<file path="config.mk">
export PLATFORM = sky130hd
export DESIGN_NAME = mix_tree_ctrl
export DESIGN_NICKNAME = d
export VERILOG_FILES = /design/src/rtl/mix_tree_pkg.sv /design/src/rtl/mix_tree_cycle_timer.sv /design/src/rtl/mix_tree_ctrl.sv
export SDC_FILE = /design/constraint.sdc
export NUM_CORES = 1
export LEC_CHECK = 0
export ABC_AREA = 0
export CORE_ASPECT_RATIO = 1.4
export CORE_MARGIN = 2
export CORE_UTILIZATION = 50
export CTS_CLUSTER_DIAMETER = 50
export CTS_CLUSTER_SIZE = 14
export DETAILED_ROUTE_END_ITERATION = 10
export PLACE_DENSITY = 0.78
export SYNTH_ARGS = -nofsm -noshare
export SYNTH_HDL_FRONTEND = slang
export SYNTH_HIERARCHICAL = 1
export SYNTH_SLANG_ARGS = --single-unit
</file>
<file path="constraint.sdc">
create_clock -name clk -period 3.43 [get_ports clk]
set_input_delay 0.5145 -clock clk [delete_from_list [all_inputs] [get_ports clk]]
set_output_delay 0.5145 -clock clk [all_outputs]
set_load 0.01 [all_outputs]
</file>
<file path="src/rtl/mix_tree_pkg.sv">
// mix_tree_pkg -- shared types and helpers for the mixing-tree controller.
//
// Contents:
//   state_t          controller FSM states
//   level_first_idx  heap index of the first mixer on tree level l (2**l - 1)
//   level_count      number of mixers on tree level l (2**l)
//
// Levels are numbered from the root: level 0 is the single root mixer,
// level DEPTH-1 is the bottom row that is fed directly by the leaves.

package mix_tree_pkg;

    typedef enum logic [2:0] {
        ST_IDLE  = 3'd0,
        ST_LOAD  = 3'd1,
        ST_MIX   = 3'd2,
        ST_FLUSH = 3'd3,
        ST_DONE  = 3'd4
    } state_t;

    function automatic int level_first_idx(input int l);
        return (1 << l) - 1;
    endfunction

    function automatic int level_count(input int l);
        return 1 << l;
    endfunction

endpackage

</file>
<file path="src/rtl/mix_tree_cycle_timer.sv">
// mix_tree_cycle_timer -- loadable down-counter with an expiry flag.
//
// Ports:
//   clk         rising-edge clock
//   srst        synchronous active-high reset (clears the count)
//   load        load load_value into the counter this edge
//   load_value  value to load; a phase of N cycles loads N-1
//   expired     high while the count is zero (last cycle of a phase)
//
// The counter saturates at zero so it can sit idle between phases.

module mix_tree_cycle_timer #(
    parameter int W = 4
) (
    input  logic         clk,
    input  logic         srst,
    input  logic         load,
    input  logic [W-1:0] load_value,
    output logic         expired
);

    logic [W-1:0] count_reg;

    always_ff @(posedge clk) begin
        if (srst) begin
            count_reg <= '0;
        end else if (load) begin
            count_reg <= load_value;
        end else if (count_reg != '0) begin
            count_reg <= count_reg - W'(1);
        end
    end

    assign expired = (count_reg == '0);

endmodule

</file>
<file path="src/rtl/mix_tree_ctrl.sv">
// mix_tree_ctrl -- sequencer for a binary mixing tree.
//
// A run loads the selected leaf inlets, then mixes level by level from the
// bottom row up to the root, then flushes through the outlet and pulses done.
//
// Parameters:
//   DEPTH        number of tree levels (LEAVES = 2**DEPTH, MIXERS = LEAVES-1)
//   LOAD_CYCLES  cycles of the load phase and of the flush phase (>= 1)
//   MIX_CYCLES   cycles spent on each mixing level (>= 1)
//
// Ports:
//   clk, rst      clock and synchronous active-high reset
//   start_i       request a run (only honoured in IDLE with a nonzero mask)
//   abort_i       cancel the current run (only with MIX_TREE_CTRL_ABORT_EN)
//   in_mask_i     participating leaves, captured at start
//   load_valve_o  inlet valve enables (captured mask during LOAD)
//   mix_en_o      mixer enables in heap order, bit 0 = root
//   out_valve_o   outlet valve enable (FLUSH)
//   level_o       current mixing level (DEPTH-1 = bottom, 0 = root)
//   busy_o        high in any state other than IDLE
//   done_o        one-cycle pulse at run completion
//
// Build option: define MIX_TREE_CTRL_ABORT_EN to make abort_i effective.
// Without it abort_i is accepted but has no effect.
//
// All outputs are registered copies derived from the next-state values, so
// they change on the same edge as the state and never combinationally
// depend on the inputs.

module mix_tree_ctrl
    import mix_tree_pkg::*;
#(
    parameter int DEPTH       = 3,
    parameter int LOAD_CYCLES = 8,
    parameter int MIX_CYCLES  = 16
) (
    input  logic                         clk,
    input  logic                         rst,
    input  logic                         start_i,
    input  logic                         abort_i,
    input  logic [(2**DEPTH)-1:0]        in_mask_i,
    output logic [(2**DEPTH)-1:0]        load_valve_o,
    output logic [(2**DEPTH)-2:0]        mix_en_o,
    output logic                         out_valve_o,
    output logic [$clog2(DEPTH+1)-1:0]   level_o,
    output logic                         busy_o,
    output logic                         done_o
);

    localparam int LEAVES = 2 ** DEPTH;
    localparam int MIXERS = LEAVES - 1;
    localparam int LW     = $clog2(DEPTH + 1);
    localparam int TMAX   = (LOAD_CYCLES > MIX_CYCLES) ? LOAD_CYCLES : MIX_CYCLES;
    localparam int TW     = $clog2(TMAX + 1);

    state_t              state_reg, state_next;
    logic [LW-1:0]       level_reg, level_next;
    logic [LEAVES-1:0]   mask_reg, mask_next;

    logic                tmr_load;
    logic [TW-1:0]       tmr_value;
    logic                tmr_expired;

    logic [LEAVES-1:0]   load_valve_reg;
    logic [MIXERS-1:0]   mix_en_reg;
    logic                out_valve_reg;
    logic                busy_reg;
    logic                done_reg;

    logic [MIXERS-1:0]   mix_active;

    mix_tree_cycle_timer #(
        .W (TW)
    ) u_timer (
        .clk        (clk),
        .srst       (rst),
        .load       (tmr_load),
        .load_value (tmr_value),
        .expired    (tmr_expired)
    );

`ifndef MIX_TREE_CTRL_ABORT_EN
    logic unused_abort;
    assign unused_abort = abort_i;
`endif

    always_comb begin
        state_next = state_reg;
        level_next = level_reg;
        mask_next  = mask_reg;
        tmr_load   = 1'b0;
        tmr_value  = '0;

        case (state_reg)
            ST_IDLE: begin
                if (start_i && (|in_mask_i)) begin
                    state_next = ST_LOAD;
                    mask_next  = in_mask_i;
                    tmr_load   = 1'b1;
                    tmr_value  = TW'(LOAD_CYCLES - 1);
                end
            end
            ST_LOAD: begin
                if (tmr_expired) begin
                    state_next = ST_MIX;
                    level_next = LW'(DEPTH - 1);
                    tmr_load   = 1'b1;
                    tmr_value  = TW'(MIX_CYCLES - 1);
                end
            end
            ST_MIX: begin
                if (tmr_expired) begin
                    tmr_load = 1'b1;
                    if (level_reg == '0) begin
                        state_next = ST_FLUSH;
                        tmr_value  = TW'(LOAD_CYCLES - 1);
                    end else begin
                        level_next = level_reg - LW'(1);
                        tmr_value  = TW'(MIX_CYCLES - 1);
                    end
                end
            end
            ST_FLUSH: begin
                if (tmr_expired) begin
                    state_next = ST_DONE;
                end
            end
            ST_DONE: begin
                state_next = ST_IDLE;
                level_next = '0;
                mask_next  = '0;
            end
            default: begin
                state_next = ST_IDLE;
                level_next = '0;
                mask_next  = '0;
            end
        endcase

`ifdef MIX_TREE_CTRL_ABORT_EN
        if (abort_i && (state_reg != ST_IDLE)) begin
            state_next = ST_IDLE;
            level_next = '0;
            mask_next  = '0;
            tmr_load   = 1'b0;
        end
`endif
    end

    // A mixer on level gi, position gj, sits above the contiguous leaf
    // range [gj*SPAN, (gj+1)*SPAN). It runs only when its level is active
    // and at least one leaf in that range was loaded.
    generate
        for (genvar gi = 0; gi < DEPTH; gi++) begin : g_level
            for (genvar gj = 0; gj < level_count(gi); gj++) begin : g_node
                localparam int NODE = level_first_idx(gi) + gj;
                localparam int SPAN = 1 << (DEPTH - gi);
                localparam int LO   = gj * SPAN;
                assign mix_active[NODE] = (level_next == LW'(gi)) &&
                                          (|mask_next[LO +: SPAN]);
            end
        end
    endgenerate

    always_ff @(posedge clk) begin
        if (rst) begin
            state_reg      <= ST_IDLE;
            level_reg      <= '0;
            mask_reg       <= '0;
            load_valve_reg <= '0;
            mix_en_reg     <= '0;
            out_valve_reg  <= 1'b0;
            busy_reg       <= 1'b0;
            done_reg       <= 1'b0;
        end else begin
            state_reg      <= state_next;
            level_reg      <= level_next;
            mask_reg       <= mask_next;
            load_valve_reg <= (state_next == ST_LOAD) ? mask_next : '0;
            mix_en_reg     <= (state_next == ST_MIX) ? mix_active : '0;
            out_valve_reg  <= (state_next == ST_FLUSH);
            busy_reg       <= (state_next != ST_IDLE);
            done_reg       <= (state_next == ST_DONE);
        end
    end

    assign load_valve_o = load_valve_reg;
    assign mix_en_o     = mix_en_reg;
    assign out_valve_o  = out_valve_reg;
    assign level_o      = level_reg;
    assign busy_o       = busy_reg;
    assign done_o       = done_reg;

endmodule

</file>
==> results.txt <==
Largest net degree at the start of global routing = 26
Status = completed
Worst setup SP type = flip-flop
Sequential share of the synthesized area = 46.2%
IO Port Bufs = 30
Flop2flop setup slack = 1050 ps
Post-DP HPWL = 2.44 mm
Mapped Cells = 155
Cell area after synthesis = 1560 sq um
Routed vias/inst = 5.69
Ys async rst share = 0%
Minimum hold slack = 531 ps
Post-synth EDFFs = 0
Worst VDD drop = 541 uV
Reg2reg end = u_timer/count_reg[1]
Final Hold Fails = 0
Cts hold-fix bufs = 0
Setup violations, final = 0
Ratio of final minimum period to clock period = 69.4%
GP Congestion = 0.792
WL per Instance = 14.5 microns
Final Skew = 10.9 ps
RSZ-0062 raised after global routing = false
Maximum clock rate = 0.420 GHz
CP required = 3610 ps
Starting density of the core = 51.4%
Worst slack, placed = 838 ps
Clock root cell = clkbuf_8
ANT cells = 0
Synth Register Bits = 36
Core area = 3030 sq um
Leak pwr = 0.000729 uW
CTS tree = built
CTS buffer count = 5
Cells along the critical path = inv_1, ha_1, nor4b_4, buf_4, a21oi_1, a221oi_1, buf_4, inv_1, and4_2, a311o_1
Initial antenna violation count = 0
Row Count = 24
Clock-pin slew on the worst setup and hold paths = 70 ps
Utilization after layout = 65.9%
GRT Util Overall = 21.0%
Via total after detailed routing = 1298
Initial DRC count = 34
Synth Net Count = 168
Synth Area per Inst = 10.1 sq um
Vias in the first global route = 1288
Die H = 70.1 microns
Final setup TNS = 0 ps
R2r startpoint = u_timer/count_reg[0]
H-tree levels = 2
R2R depth = 10
Nets = 201
Post-cts resize count = 0
Slew HR = 35.2%
WP data arrival = 2560 ps
Most common flop cell mapped by yosys = dfxtp_1
WHS Endpoint = load_valve_o[7]
CP max stage cell = dfxtp_1
Tot Pwr = 1490 uW
Fin crit period = 2380 ps
Crit path largest cell delay = 330 ps
Worst-Margin Slew = 971 ps
First-pass GRT wire length = 5.69 mm
Share of cells above drive strength 1 = 15.3%
Slew Viols, Final = 0
Final setup margin = 1050 ps
WL final = 3.31 mm
Synth cell types = 50
Max Cap Viol = 0
Clock sinks = 36
Post-CTS setup buffer count = 0
Hold_sp = mask_reg[7]
IO Pins = 32
P&R area growth vs syn = 28.1%
DRC = 0
Crit path kind = flip-flop to flip-flop
Final ANT Viol Nets = 0
Fillers = 247
Hold Path Class = flip-flop to flip-flop
Worst skew pair latency = 290 ps
Die area = 3590 sq um
Synth Warn # = 6
Initial DRT Pass Iterations = 4
Pwr/cell area = 748 nW/um^2
Crit-path max FO = 12
DIE WIDTH = 51.2 microns
Remaining Overflow, GRT = 0
Worst Setup End Kind = flip-flop
CTS max path bufs = 2
WHS Path Cells = 2
cell families after synthesis:
kind of cell	Yosys count	share of synthesized area (%)
simple gates	55	22.3
mux	1	0.642
flops	36	46.2
other cells	1	0.240
compound gates	39	22.5
xor+xnor	2	1.12
fa+ha+maj	1	0.802
buf+inv	20	6.25
metrics by stage:
step	instances	area, sq um
after floorplan	155	1560
after global placement	220	1890
after detailed placement	220	1890
after CTS	228	2000
after global routing	228	2000
final	228	2000
worst max path at each step:
stage / startpoint / to / slack, ps
CTS: u_timer/count_reg[0] / u_timer/count_reg[1] / 1040
floorplan: u_timer/count_reg[0] / u_timer/count_reg[1] / 850
finish: u_timer/count_reg[0] / u_timer/count_reg[1] / 1050
global placement: start_i / mix_en_o[0] / 840
global route: u_timer/count_reg[0] / u_timer/count_reg[1] / 900
detailed placement: in_mask_i[2] / u_timer/count_reg[1] / 840
cells in the final DEF (no fill, tap or decap), types with 2 or more instances in the layout:
master,Yosys,final
a311o_1,4,4
nand2_1,8,8
nand2b_1,3,3
nor3_1,11,11
buf_4,2,4
nor4_2,3,3
clkdlybuf4s50_1,0,30
nand4_1,2,2
clkbuf_8,0,5
a21o_1,3,3
nor2b_1,2,2
o21ai_0,2,2
a22oi_1,5,5
or3_1,2,2
nor2_1,13,13
dfxtp_1,36,36
nor3_2,3,3
a21oi_1,7,7
a221oi_1,2,2
inv_1,12,12
worst max-delay path: cells and delay by family (launching register included):
family | cells | cell delay (ps)
flops | 1 | 330
fa+ha+maj | 1 | 210
compound gates | 3 | 700
buf+inv | 4 | 600
simple gates | 2 | 430
power breakdown:
group	internal, uW	switching (uW)	total (uW)
registers	489	69.5	559
clock network	215	148	363
logic	267	305	572
total	971	523	1490
metal layers:
layer  vias to the layer above  GRT usage (%)  part of all wire, %
li1                        630              -                    -
met1                       629           22.9                   41
met2                        33           36.9                   53
met3                         6           4.70                  4.5
met4                         0           10.5                  2.2
met5                         -              0                    0
Yosys cell counts (all sizes together) (2+ instances only):
master | count | area (sq um)
a21o | 3 | 22.5
nor4 | 4 | 43.8
dfxtp | 36 | 721
a21oi | 7 | 35.0
or3 | 2 | 12.5
nor3b | 2 | 31.3
a311o | 4 | 40.0
nor2 | 13 | 48.8
nand2b | 3 | 18.8
a221oi | 3 | 32.5
nand4 | 2 | 12.5
buf | 5 | 41.3
a22oi | 6 | 50.1
nand2 | 8 | 30.0
a211oi | 2 | 27.5
nor3 | 14 | 85.1
nor2b | 2 | 12.5
clkbuf | 3 | 11.3
a311oi | 2 | 23.8
inv | 12 | 45.0
o21ai | 3 | 18.8
final cells by class:
type,instances,area [sq um],area share (%)
Clock buffer,5,68.8,3.44
Clock inverter,3,42.5,2.13
Inverter,12,45.0,2.25
Multi-Input combinational cell,99,742,37.1
Sequential cell,36,721,36.1
Tap cell,39,48.8,2.44
Timing Repair Buffer,34,330,16.5
Note: power is estimated with default switching activity, not from simulation.
==> patch, RTL diff (same flow settings) <==
The option `MIX_TREE_CTRL_ABORT_EN` is turned on by a define.
--- a/src/rtl/mix_tree_ctrl.sv
+++ b/src/rtl/mix_tree_ctrl.sv
@@ -26,6 +26,8 @@
 // All outputs are registered copies derived from the next-state values, so
 // they change on the same edge as the state and never combinationally
 // depend on the inputs.
+
+`define MIX_TREE_CTRL_ABORT_EN
 
 module mix_tree_ctrl
     import mix_tree_pkg::*;
Function: changed (Yosys sat finds a counterexample within 4 cycles, from zero or initial values and one cycle with rst high).
==> patch against the original RTL <==
Hold slack better by 0.045 ns. Sequential power down 5.4%. Synthesized area up 7.1%. Wire length up 27%. Via count up 20%. Critical path depth unchanged. Final area up 5.2%. Worst setup slack worse by 0.32 ns. Sequential cell count unchanged. Power down 12%. First-iteration DRC count up 8.8%. Critical path type unchanged. Critical endpoint unchanged. Largest power group is now registers. Highest routed layer unchanged.
==> patch: results (changes against the original RTL) <==
----------------------------------------------------
[Status]
  Run status ... completed

[Drt]
  Detailed-route wire length on metal 1 ... 1600 um (+19%)
  Total Routed Length ... 4210 um (+27%)
  Met3 wire len ... 222 um (+49%)
  Initial drt markers ... 37 (+8.8%)
  Total number of vias ... 1,560 (+20%)

[Cells and area]
  Filler cells ... 265 (+7.3%)
  Count of inverters other than clock inverters in the layout ... 13 (+1)
  Proportion of cell area occupied by multi-input gates ... 41.0% (+3.8 points)

[Hold path]
  Worst Hold Endpoint ... u_timer/count_reg[4]$_SDFFE_PP0P_
  Worst hold path startpoint ... u_timer/count_reg[4]$_SDFFE_PP0P_

[Pwr]
  Power attributed to combinational cells ... 0.486 mW (-15%)
  IR Drop Worst-Case VDD ... 0.000469 V (-13%)
  Fraction of power consumed by the clock network ... 22.9% (-1.4 points)
  Sw Share ... 35.0% (-0.038 points)
  Internal Dissipation ... 0.856 mW (-12%)

[STA]
  Clock skew ... 0.00314 ns (-0.00774 ns)
  Worst max-slew margin expressed relative to the limit ... 49.4% (+14 points)

[Global routing]
  GR Util met2 ... 45.3% (+8.3 points)
  First-pass GRT wire length ... 6800 um (+20%)
  Pin count of the biggest net entering global routing ... 21 (-19%)
  GR met3 Demand/Resource ... 6.17% (+1.5 points)
  Global router's overall resource usage ... 24.1% (+3.2 points)
  Number of global-route vias before repair ... 1,546 (+20%)

[Place]
  Final HPWL from detailed placement ... 2980 um (+22%)
  Routability congestion estimate from global placement ... 0.904 (+14%)
  PortBufs ... 31 (+3.3%)

[Logic synthesis]
  Arithmetic-cell share of the synthesized area counting full adders, half adders and majority gates ... 0.749% (-0.053 points)
  Fraction of the yosys area taken by sequential cells ... 43.1% (-3.0 points)
  Distinct cell type count of the synthesized netlist ... 47 (-6.0%)
  Mux contribution to synthesized area ... 1.20% (+0.56 points)

[Critical path]
  Slack of the worst reg-to-reg path ... 0.73 ns (-0.32 ns)
  Critical-path maximum fanout ... 7 (-5)
  Worst Path Arrival ... 2.87 ns (+0.31 ns)
  Crit path max-delay family ... simple AND/OR/NAND/NOR gates
  Highest-delay cell along the critical path ... sky130_fd_sc_hd__nor4b_4

----------------------------------------------------
-- patch: changes by cell type in the layout (fill, tap and decap cells not counted), sizes merged, moves of 4 or more --
cell,before,now
a21oi,7,26
o21ai,3,11
nand2,8,13
nor3,14,3
a221oi,3,7
nor2,13,23
a22oi,6,0
-- patch: stage by stage --
stage	cells	area, um2	setup slack [ns]	utilization (%)	hold slack [ns]
2_1_floorplan	191	1670	0.982	-	0.490
3_5_place_dp	256	2010	0.619	63.8	0.551
4_1_cts	264	2100	0.741	66.7	0.567
3_3_place_gp	256	2010	0.717	63.8	0.512
6_report	264	2100	0.731	66.7	0.576
5_1_grt	264	2100	0.510	66.7	0.589
-- patch: worst register-to-register path, delay by kind of cell (launching register included) --
| family | cells | cell delay, ns |
|---|---|---|
| AO/OA/AOI/OAI | 2 | 0.43 |
| adder cells (fa/ha/maj) | 1 | 0.23 |
| buffers and inverters | 2 | 0.28 |
| flip-flops | 1 | 0.32 |
| multiplexers | 1 | 0.09 |
| AND/OR/NAND/NOR | 4 | 1.22 |
